<file path="src/rtl/regfile_ctrl.sv">
// regfile_ctrl: command sequencer for an 8 x 16-bit register file.
// Accepts one register-transfer/ALU command at a time on a valid/ready
// port. Walks the regfile read port through operand loads and drives the
// write port in EXEC. Keeps a {N,V,Z} status register that only CMP updates.
//
// Optional feature macro: REGFILE_CTRL_SHIFT_EN
//   defined   -> operand B is shifted by cmd_sh as it is captured in LOADB
//   undefined -> cmd_sh is ignored and B is the raw register value
module regfile_ctrl (
  input  logic        clk,
  input  logic        reset_n,
  input  logic        cmd_valid,
  output logic        cmd_ready,
  input  logic [2:0]  cmd_op,
  input  logic [2:0]  cmd_rd,
  input  logic [2:0]  cmd_rn,
  input  logic [2:0]  cmd_rm,
  input  logic [1:0]  cmd_sh,
  input  logic [7:0]  cmd_imm,
  output logic [2:0]  rf_readnum,
  input  logic [15:0] rf_data_out,
  output logic        rf_write,
  output logic [2:0]  rf_writenum,
  output logic [15:0] rf_data_in,
  output logic        done,
  output logic [2:0]  status
);

  // Opcode encodings; 110 and 111 are both treated as NOP.
  localparam logic [2:0] OP_MOVI = 3'b000;
  localparam logic [2:0] OP_MOV  = 3'b001;
  localparam logic [2:0] OP_ADD  = 3'b010;
  localparam logic [2:0] OP_AND  = 3'b011;
  localparam logic [2:0] OP_MVN  = 3'b100;
  localparam logic [2:0] OP_CMP  = 3'b101;

  typedef enum logic [1:0] {
    IDLE  = 2'd0,
    LOADA = 2'd1,
    LOADB = 2'd2,
    EXEC  = 2'd3
  } state_t;

  state_t      state;

  // Only the command fields still needed after the accept edge are held.
  // rn and imm are consumed on the accept edge itself (the LOADA read
  // address and the MOVI write data are registered there), so they need
  // no separate copy.
  logic [2:0]  op_q;
  logic [2:0]  rd_q;
  logic [2:0]  rm_q;

  // Operand registers. Both are loaded from the regfile before EXEC, so
  // every operand reflects the register contents from before the command.
  logic [15:0] a_q;
  logic [15:0] b_q;

  // Operand B as it will be captured at the end of LOADB.
  logic [15:0] b_next;

  // Write-back value for the writing ops. It is formed from the incoming
  // B so that it can be registered onto rf_data_in on the edge that
  // enters EXEC.
  logic [15:0] exec_result;

  // Compare path. It works from the registered A and B during EXEC.
  logic [15:0] cmp_diff;
  logic [2:0]  cmp_flags;

`ifdef REGFILE_CTRL_SHIFT_EN
  logic [1:0]  sh_q;

  // Shift operand B on its way into the B register.
  always_comb begin
    b_next = rf_data_out;
    case (sh_q)
      2'b01:   b_next = {rf_data_out[14:0], 1'b0};
      2'b10:   b_next = {1'b0, rf_data_out[15:1]};
      2'b11:   b_next = {rf_data_out[15], rf_data_out[15:1]};
      default: b_next = rf_data_out;
    endcase
  end
`else
  logic unused_sh;

  assign unused_sh = ^cmd_sh;
  assign b_next    = rf_data_out;
`endif

  // Select the write-back value for the command that is about to enter EXEC.
  always_comb begin
    exec_result = b_next;
    case (op_q)
      OP_MOV:  exec_result = b_next;
      OP_MVN:  exec_result = ~b_next;
      OP_ADD:  exec_result = a_q + b_next;
      OP_AND:  exec_result = a_q & b_next;
      default: exec_result = b_next;
    endcase
  end

  // Derive the {N,V,Z} flags of A - B. V is signed overflow: the operand
  // signs differ and the sign of the result differs from the sign of A.
  always_comb begin
    cmp_diff  = a_q - b_q;
    cmp_flags = {cmp_diff[15],
                 (a_q[15] != b_q[15]) && (cmp_diff[15] != a_q[15]),
                 cmp_diff == 16'h0000};
  end

  // Sequencer: the state and every output register are updated together.
  // Each regfile port value is registered on the edge that enters the
  // state that uses it.
  always_ff @(posedge clk or negedge reset_n) begin
    if (!reset_n) begin
      state       <= IDLE;
      cmd_ready   <= 1'b1;
      done        <= 1'b0;
      status      <= 3'b000;
      op_q        <= 3'd0;
      rd_q        <= 3'd0;
      rm_q        <= 3'd0;
`ifdef REGFILE_CTRL_SHIFT_EN
      sh_q        <= 2'd0;
`endif
      a_q         <= 16'h0000;
      b_q         <= 16'h0000;
      rf_readnum  <= 3'd0;
      rf_write    <= 1'b0;
      rf_writenum <= 3'd0;
      rf_data_in  <= 16'h0000;
    end else begin
      done <= 1'b0;
      case (state)
        IDLE: begin
          if (cmd_valid) begin
            op_q <= cmd_op;
            rd_q <= cmd_rd;
            rm_q <= cmd_rm;
`ifdef REGFILE_CTRL_SHIFT_EN
            sh_q <= cmd_sh;
`endif
            case (cmd_op)
              OP_MOVI: begin
                state       <= EXEC;
                cmd_ready   <= 1'b0;
                rf_write    <= 1'b1;
                rf_writenum <= cmd_rd;
                rf_data_in  <= {{8{cmd_imm[7]}}, cmd_imm};
              end
              OP_MOV, OP_MVN: begin
                state      <= LOADB;
                cmd_ready  <= 1'b0;
                rf_readnum <= cmd_rm;
              end
              OP_ADD, OP_AND, OP_CMP: begin
                state      <= LOADA;
                cmd_ready  <= 1'b0;
                rf_readnum <= cmd_rn;
              end
              default: begin
                // A NOP completes on its accept edge and stays ready.
                done <= 1'b1;
              end
            endcase
          end
        end
        LOADA: begin
          a_q        <= rf_data_out;
          rf_readnum <= rm_q;
          state      <= LOADB;
        end
        LOADB: begin
          b_q        <= b_next;
          rf_readnum <= 3'd0;
          state      <= EXEC;
          if (op_q != OP_CMP) begin
            rf_write    <= 1'b1;
            rf_writenum <= rd_q;
            rf_data_in  <= exec_result;
          end
        end
        EXEC: begin
          if (op_q == OP_CMP) begin
            status <= cmp_flags;
          end
          rf_write    <= 1'b0;
          rf_writenum <= 3'd0;
          rf_data_in  <= 16'h0000;
          state       <= IDLE;
          cmd_ready   <= 1'b1;
          done        <= 1'b1;
        end
        default: begin
          state     <= IDLE;
          cmd_ready <= 1'b1;
        end
      endcase
    end
  end

endmodule

</file>
<file path="config.mk">
export PLATFORM = sky130hd
export DESIGN_NAME = regfile_ctrl
export DESIGN_NICKNAME = d
export VERILOG_FILES = /design/src/rtl/regfile_ctrl.sv
export SDC_FILE = /design/constraint.sdc
export NUM_CORES = 1
export LEC_CHECK = 0
export ABC_CLOCK_PERIOD_IN_PS = 4600
export CELL_PAD_IN_SITES_DETAIL_PLACEMENT = 1
export CELL_PAD_IN_SITES_GLOBAL_PLACEMENT = 2
export CORE_MARGIN = 5
export CORE_UTILIZATION = 25
export DETAILED_ROUTE_END_ITERATION = 7
export DONT_BUFFER_PORTS = 1
export HOLD_SLACK_MARGIN = 0.03
export PLACE_DENSITY = 0.66
export SETUP_SLACK_MARGIN = 0.1
export SYNTH_ARGS = -nofsm -noshare
export SYNTH_HDL_FRONTEND = slang
export SYNTH_SLANG_ARGS = --single-unit
</file>
<file path="constraint.sdc">
create_clock -name clk -period 4.6 [get_ports clk]
set_input_delay 0.69 -clock clk [delete_from_list [all_inputs] [get_ports clk]]
set_output_delay 0.69 -clock clk [all_outputs]
set_load 0.02 [all_outputs]
</file>
# ---- Word level (Yosys, flattened, before mapping)
# Cells that the tools add are included.
dict set report op_classes {
  n_addsub 2
  n_eq_ne 21
  n_mux 25
  bitwise_logic 2
  n_reduce_logical 16
}
# cell n
set op_table {}
lappend op_table {{$pmux 16 s3} 2}
lappend op_table {{$mux 16} 3}
lappend op_table {{$pmux 3 s3} 2}
lappend op_table {{$add 16x16->16} 1}
lappend op_table {{$and 16x16->16} 1}
lappend op_table {{$logic_not 16->1} 1}
lappend op_table {{$not 16->16} 1}
lappend op_table {{$sub 16x16->16} 1}
lappend op_table {{$eq 3x2->1 const B} 4}
lappend op_table {{$eq 3x3->1 const B} 4}
lappend op_table {{$mux 3} 4}
lappend op_table {{$pmux 2 s4} 1}
lappend op_table {{$mux 1} 7}
lappend op_table {{$ne 2x2->1 const B} 3}
lappend op_table {{$pmux 2 s3} 1}
lappend op_table {{$pmux 3 s2} 1}
lappend op_table {{$reduce_and 2->1} 3}
lappend op_table {{$reduce_and 3->1} 2}
lappend op_table {{$reduce_bool 3->1} 2}
lappend op_table {{$reduce_or 6->1} 1}
lappend op_table {{$eq 2x2->1 const B} 2}
lappend op_table {{$ne 4x1->1 const B} 1}
lappend op_table {{$pmux 1 s2} 2}
lappend op_table {{$reduce_and 4->1} 1}
lappend op_table {{other kinds (14)} 15}
dict set report word_totals {
  reg_bits 71
  in_bits 41
  out_inout_bits 28
  word_cells 79
}

# ---- Depth between registers and ports, before layout
dict set report depth {
  word_depth 5
  depth_mapped 11
  mapped_depth_nobuf 11
}

# ---- Worst setup path after synthesis
# Ideal clock, no wire load.
dict set report synth_timing {
  path_kind {in2reg}
  from {in rf_data_out[6]}
  to {reg rf_data_in[15]}
  setup_ns 0.126
  arrival_ns 2.453
  required_time_ns 4.474
  path_slack_ns 2.021
  stages 8
  path_buffers 0
  path_cell_list {ha_1 > a211oi_1 > o211ai_1 > a2111oi_2 > o31ai_1 > xor2_1 > a221oi_1 > nor2_1}
}
dict set report synth_between {
  elab_chain_cells 4
}
# element line
set synth_lines {}
lappend synth_lines {{start: declaration} 21} ;# input logic [15:0] rf_data_out,
lappend synth_lines {{$add 16x16->16} 97} ;# OP_ADD: exec_result = a_q + b_next;
lappend synth_lines {{$pmux 16 s3} 94} ;# case (op_q)
lappend synth_lines {{$mux 16} 178} ;# if (op_q != OP_CMP) begin
lappend synth_lines {{$pmux 16 s3} 135} ;# case (state)
lappend synth_lines {{end signal: assignment} 150} ;# rf_data_in <= {{8{cmd_imm[7]}}, cmd_imm};
lappend synth_lines {{end signal: assignment} 181} ;# rf_data_in <= exec_result;
lappend synth_lines {{end: declaration} 24} ;# output logic [15:0] rf_data_in,
# Every way passes these cells. The select of a mux whose other input is x is not followed.
# A chain may end at the register's enable or synchronous reset.

# ---- Worst setup path after layout
dict set report layout_timing {
  from {reg op_q[2]}
  to {reg status[0]}
}
dict set report layout_between {
  elab_chain_cells 2
}
# element line
set layout_lines {}
lappend layout_lines {{start: declaration} 50} ;# logic [2:0] op_q;
lappend layout_lines {{start signal: assignment} 138} ;# op_q <= cmd_op;
lappend layout_lines {{$eq 3x3->1} 185} ;# if (op_q == OP_CMP) begin
lappend layout_lines {{$reduce_and 2->1 (no line)} --}
lappend layout_lines {{end signal: assignment} 186} ;# status <= cmp_flags;
lappend layout_lines {{end: declaration} 26} ;# output logic [2:0] status
# Every way passes these cells.

==> metrics.csv <==
stage,metric,value,unit
outcome,outcome,"finished, final reports clean",
route,drtIter0Drc,186,
clocking,worst_setup_hold_path_clk_slew,0.06,ns
logic_synthesis,synth.yosys.seq_area_share,0.351,
logic_synthesis,cell_type_with_the_largest_total_area_after_synthesis,dfrtp_1,
critical_path,critical_path_arrival,3.39,ns
placed_design,place.gp.congestion,0.807,
power_and_ir_drop,total_power,5.23,mW
clocking,clock_tree_from_tritoncts,built,
critical_path,timing.critical_path.slowest_cell_delay,1.01,ns
global_routing,antenna_found_initial,0,
job,max_cap_violations,0,
die,floorplan.die_area,23200,um2
placed_design,place.port_buffers,0,
route,detail_route.drc_violations,0,
critical_path,crit_chain,and2b_1 > nand3_1 > a311oi_1 > nand4_1 > nor4_1 > o2111ai_1 > o31ai_1,
die,die_h,152,um
power_and_ir_drop,static-leakage-power,2.36,nW
critical_path,end_kind,register,
logic_synthesis,syn_nets,651,
sta,finalClockSkew,0.00923,ns
logic_synthesis,yosys_register_bits,71,
critical_path,timing.critical_path.slowest_stage_cell,dfrtp_1,
placed_design,post_dp_cell_area,5350,um2
finish,post_route_cells_drive_above_1_share,0.108,
die,floorplan.initialDensity,0.252,
sta,worst_slew_margin_rel,0.324,
sta,setup-violations-final,0,
power_and_ir_drop,worst_ir_drop_on_vdd,0.289,mV
sta,shortest_clock_period_the_worst_path_allows_after_layout,3.15,ns
route,detail_route.wl_per_cell,19.0,um
global_routing,grt_pass1_wl,25600,um
critical_path,worst_ep_required_time,4.85,ns
sta,hold_violations,0,
logic_synthesis,ys.warnings.count,0,
global_routing,grt_pass1_vias,4597,
clocking,htree_depth,3,
clocking,clock_path_buffers,2,
clocking,cts_setup_buffers,0,
logic_synthesis,netlist.area_leader.share,0.346,
die,design.portCount,69,
critical_path,timing.setup.critical_path_class,register to register,
route,drtAntennaViolNets,0,
logic_synthesis,netlist-cell-type-count,70,
route,drt_pass1_iterations,4,
finish,final_net_count,646,
sta,slew_violations,0,
route,wl,16000,um
sta,timing_worst_slew_pin_value,1.01,ns
route,vias_per_cell,5.15,
global_routing,track_usage,0.139,
critical_path,worstPathMaxFanout,32,
logic_synthesis,ys_async_sr_fraction,1.00,
sta,totalNegativeSetupSlack,0,ns
critical_path,startpoint_type,register,
die,core-area,20100,um2
min_path,hold_path.class,input port to asynchronous set/reset pin,
logic_synthesis,post_synth.cell_area_avg,8.85,um2
logic_synthesis,synth_cells,573,
clocking,clock_insertion_delay_worst_skew,0.34,ns
power_and_ir_drop,power.density,914,nW/um2
clocking,clock_sink_count,71,
sta,maximum_clock_frequency,0.318,GHz
sta,rsz0062_at_grt,no,
die,fp.dieW,152,um
global_routing,grt_start_max_net_pins,41,
logic_synthesis,number_of_enable_type_register_cells_in_the_synthesized_netlist,0,
global_routing,global_route_overflow,0,
route,via_count,4343,
placed_design,dp.final_hpwl,11800,um
sta,fin_crit_sh,0.684,
critical_path,r2r.worst_path.cells,7,
finish,insertedDiodeCount,0,
logic_synthesis,synth_area,5070,um2
logic_synthesis,yosys-top-cells-area,"dfrtp_1 (35%), ha_1 (8.6%), mux2_2 (6.2%), nor2_1 (4.7%), o21ai_0 (4.5%)",
logic_synthesis,synth-main-ff-cell,dfrtp_1,
placed_design,post-place-cells,823,
finish,fin_cells,843,
finish,final_area,5730,um2
clocking,root_buffer,clkbuf_16,
clocking,tritoncts.num_buffers,9,
die,floorplan.rows,52,
finish,layout-area-overhead-vs-synth,13.0,%
## path summary, 6_finish.rpt
path / endpoint / from / slack [ns]
worst max-delay path: status[0]$_DFFE_PN0P_ / op_q[2]$_DFFE_PN0P_ / 1.45
worst min-delay path: b_q[6]$_DFFE_PN0P_ / reset_n / 0.05
worst max register to register: status[0]$_DFFE_PN0P_ / op_q[2]$_DFFE_PN0P_ / 1.45
worst min register to register: rm_q[1]$_DFFE_PN0P_ / rm_q[1]$_DFFE_PN0P_ / 0.51
max in group asynchronous: rf_writenum[0]$_DFFE_PN0P_ / reset_n / 3.28
min in group clk: a_q[1]$_DFFE_PN0N_ / rf_data_out[1] / 0.47
## placed cells by master, fill, tap and decap left out, drive strengths merged, types with 3 or more instances in the layout
| cell | instances |
|---|---|
| dfrtp | 70 |
| nor2 | 64 |
| nand2 | 56 |
| o21ai | 46 |
| a21oi | 41 |
| inv | 36 |
| ha | 35 |
| mux2 | 28 |
| xnor2 | 19 |
| a221oi | 18 |
| a31oi | 14 |
| clkbuf | 12 |
| mux2i | 9 |
| a21o | 8 |
| o22ai | 7 |
| xor2 | 7 |
| o211ai | 7 |
| a211oi | 6 |
| nand3 | 6 |
| nand3b | 6 |
| buf | 5 |
| nor3 | 4 |
| and2b | 4 |
| nor2b | 3 |
| dlygate4sd3 | 3 |
## state kept, by name, indices dropped and copies added, names as in the netlist, 2 cells and up
register,cells
a_q,16
b_q,16
op_q,3
rd_q,3
rf_data_in,16
rf_readnum,3
rf_writenum,3
rm_q,3
state,2
status,3
## stage by stage
step / hold slack (ns) / utilization / setup slack, ns
CTS: 0.0321 / 0.284 / 1.41
finish: 0.0467 / 0.285 / 1.45
global route: 0.0301 / 0.285 / 1.17
floorplan: 0.394 / - / 2.02
detailed placement: 0.396 / 0.266 / 1.41
global placement: 0.396 / 0.266 / 1.53
## layout make-up
| class | instances | area (um2) |
|---|---|---|
| multi-input cells | 442 | 3070 |
| fillers | 2363 | 14400 |
| clock buffers | 12 | 246 |
| clock inverters | 4 | 70.1 |
| flip-flops and latches | 71 | 1780 |
| well taps | 270 | 338 |
| repair buffers | 8 | 87.6 |
| inverters | 36 | 135 |
## cells by family after synthesis
kind of cell	synth area share
AOI/OAI and AO/OA	0.241
buffers and inverters	0.0452
adders and majority gates	0.0943
muxes	0.0800
DFF	0.351
xor gates and xnor gates	0.0449
and+or+nand+nor	0.144
## routing by layer
metal / track usage / vias to the layer above / share of wire
li1: - / 2079 / -
met1: 0.181 / 2160 / 0.46
met2: 0.222 / 85 / 0.46
met3: 0.0372 / 19 / 0.064
met4: 0.0467 / 0 / 0.020
met5: 0 / - / 0
## critical path, delay by kind of cell (launching register included)
family	cells	cell delay, ns
flip-flops	1	1.01
AO/OA/AOI/OAI	3	0.83
AND/OR/NAND/NOR	4	1.20
## power breakdown
part | internal [mW] | switching, mW
logic | 1.29 | 1.80
registers | 0.946 | 0.437
clock network | 0.488 | 0.269
## synth_stat cells (4+ instances only)
cell      count
a211oi_1      6
a21o_1        8
a21oi_1      41
a221oi_1     17
a31oi_1      13
clkbuf_1     18
dfrtp_1      70
ha_1         35
inv_1        36
mux2_2       28
mux2i_1       9
nand2_1      56
nand3_1       6
nand3b_1      6
nor2_1       63
nor3_1        4
o211ai_1      7
o21ai_0      46
o22ai_1       7
xnor2_1      19
xor2_1        7
## repair_timing
item	4_1_cts	5_1_grt
hold endpoints to repair	40	1
hold buffers	3	1
gates resized for setup	0	0
No activity file was read; power rests on OpenSTA's default activity.
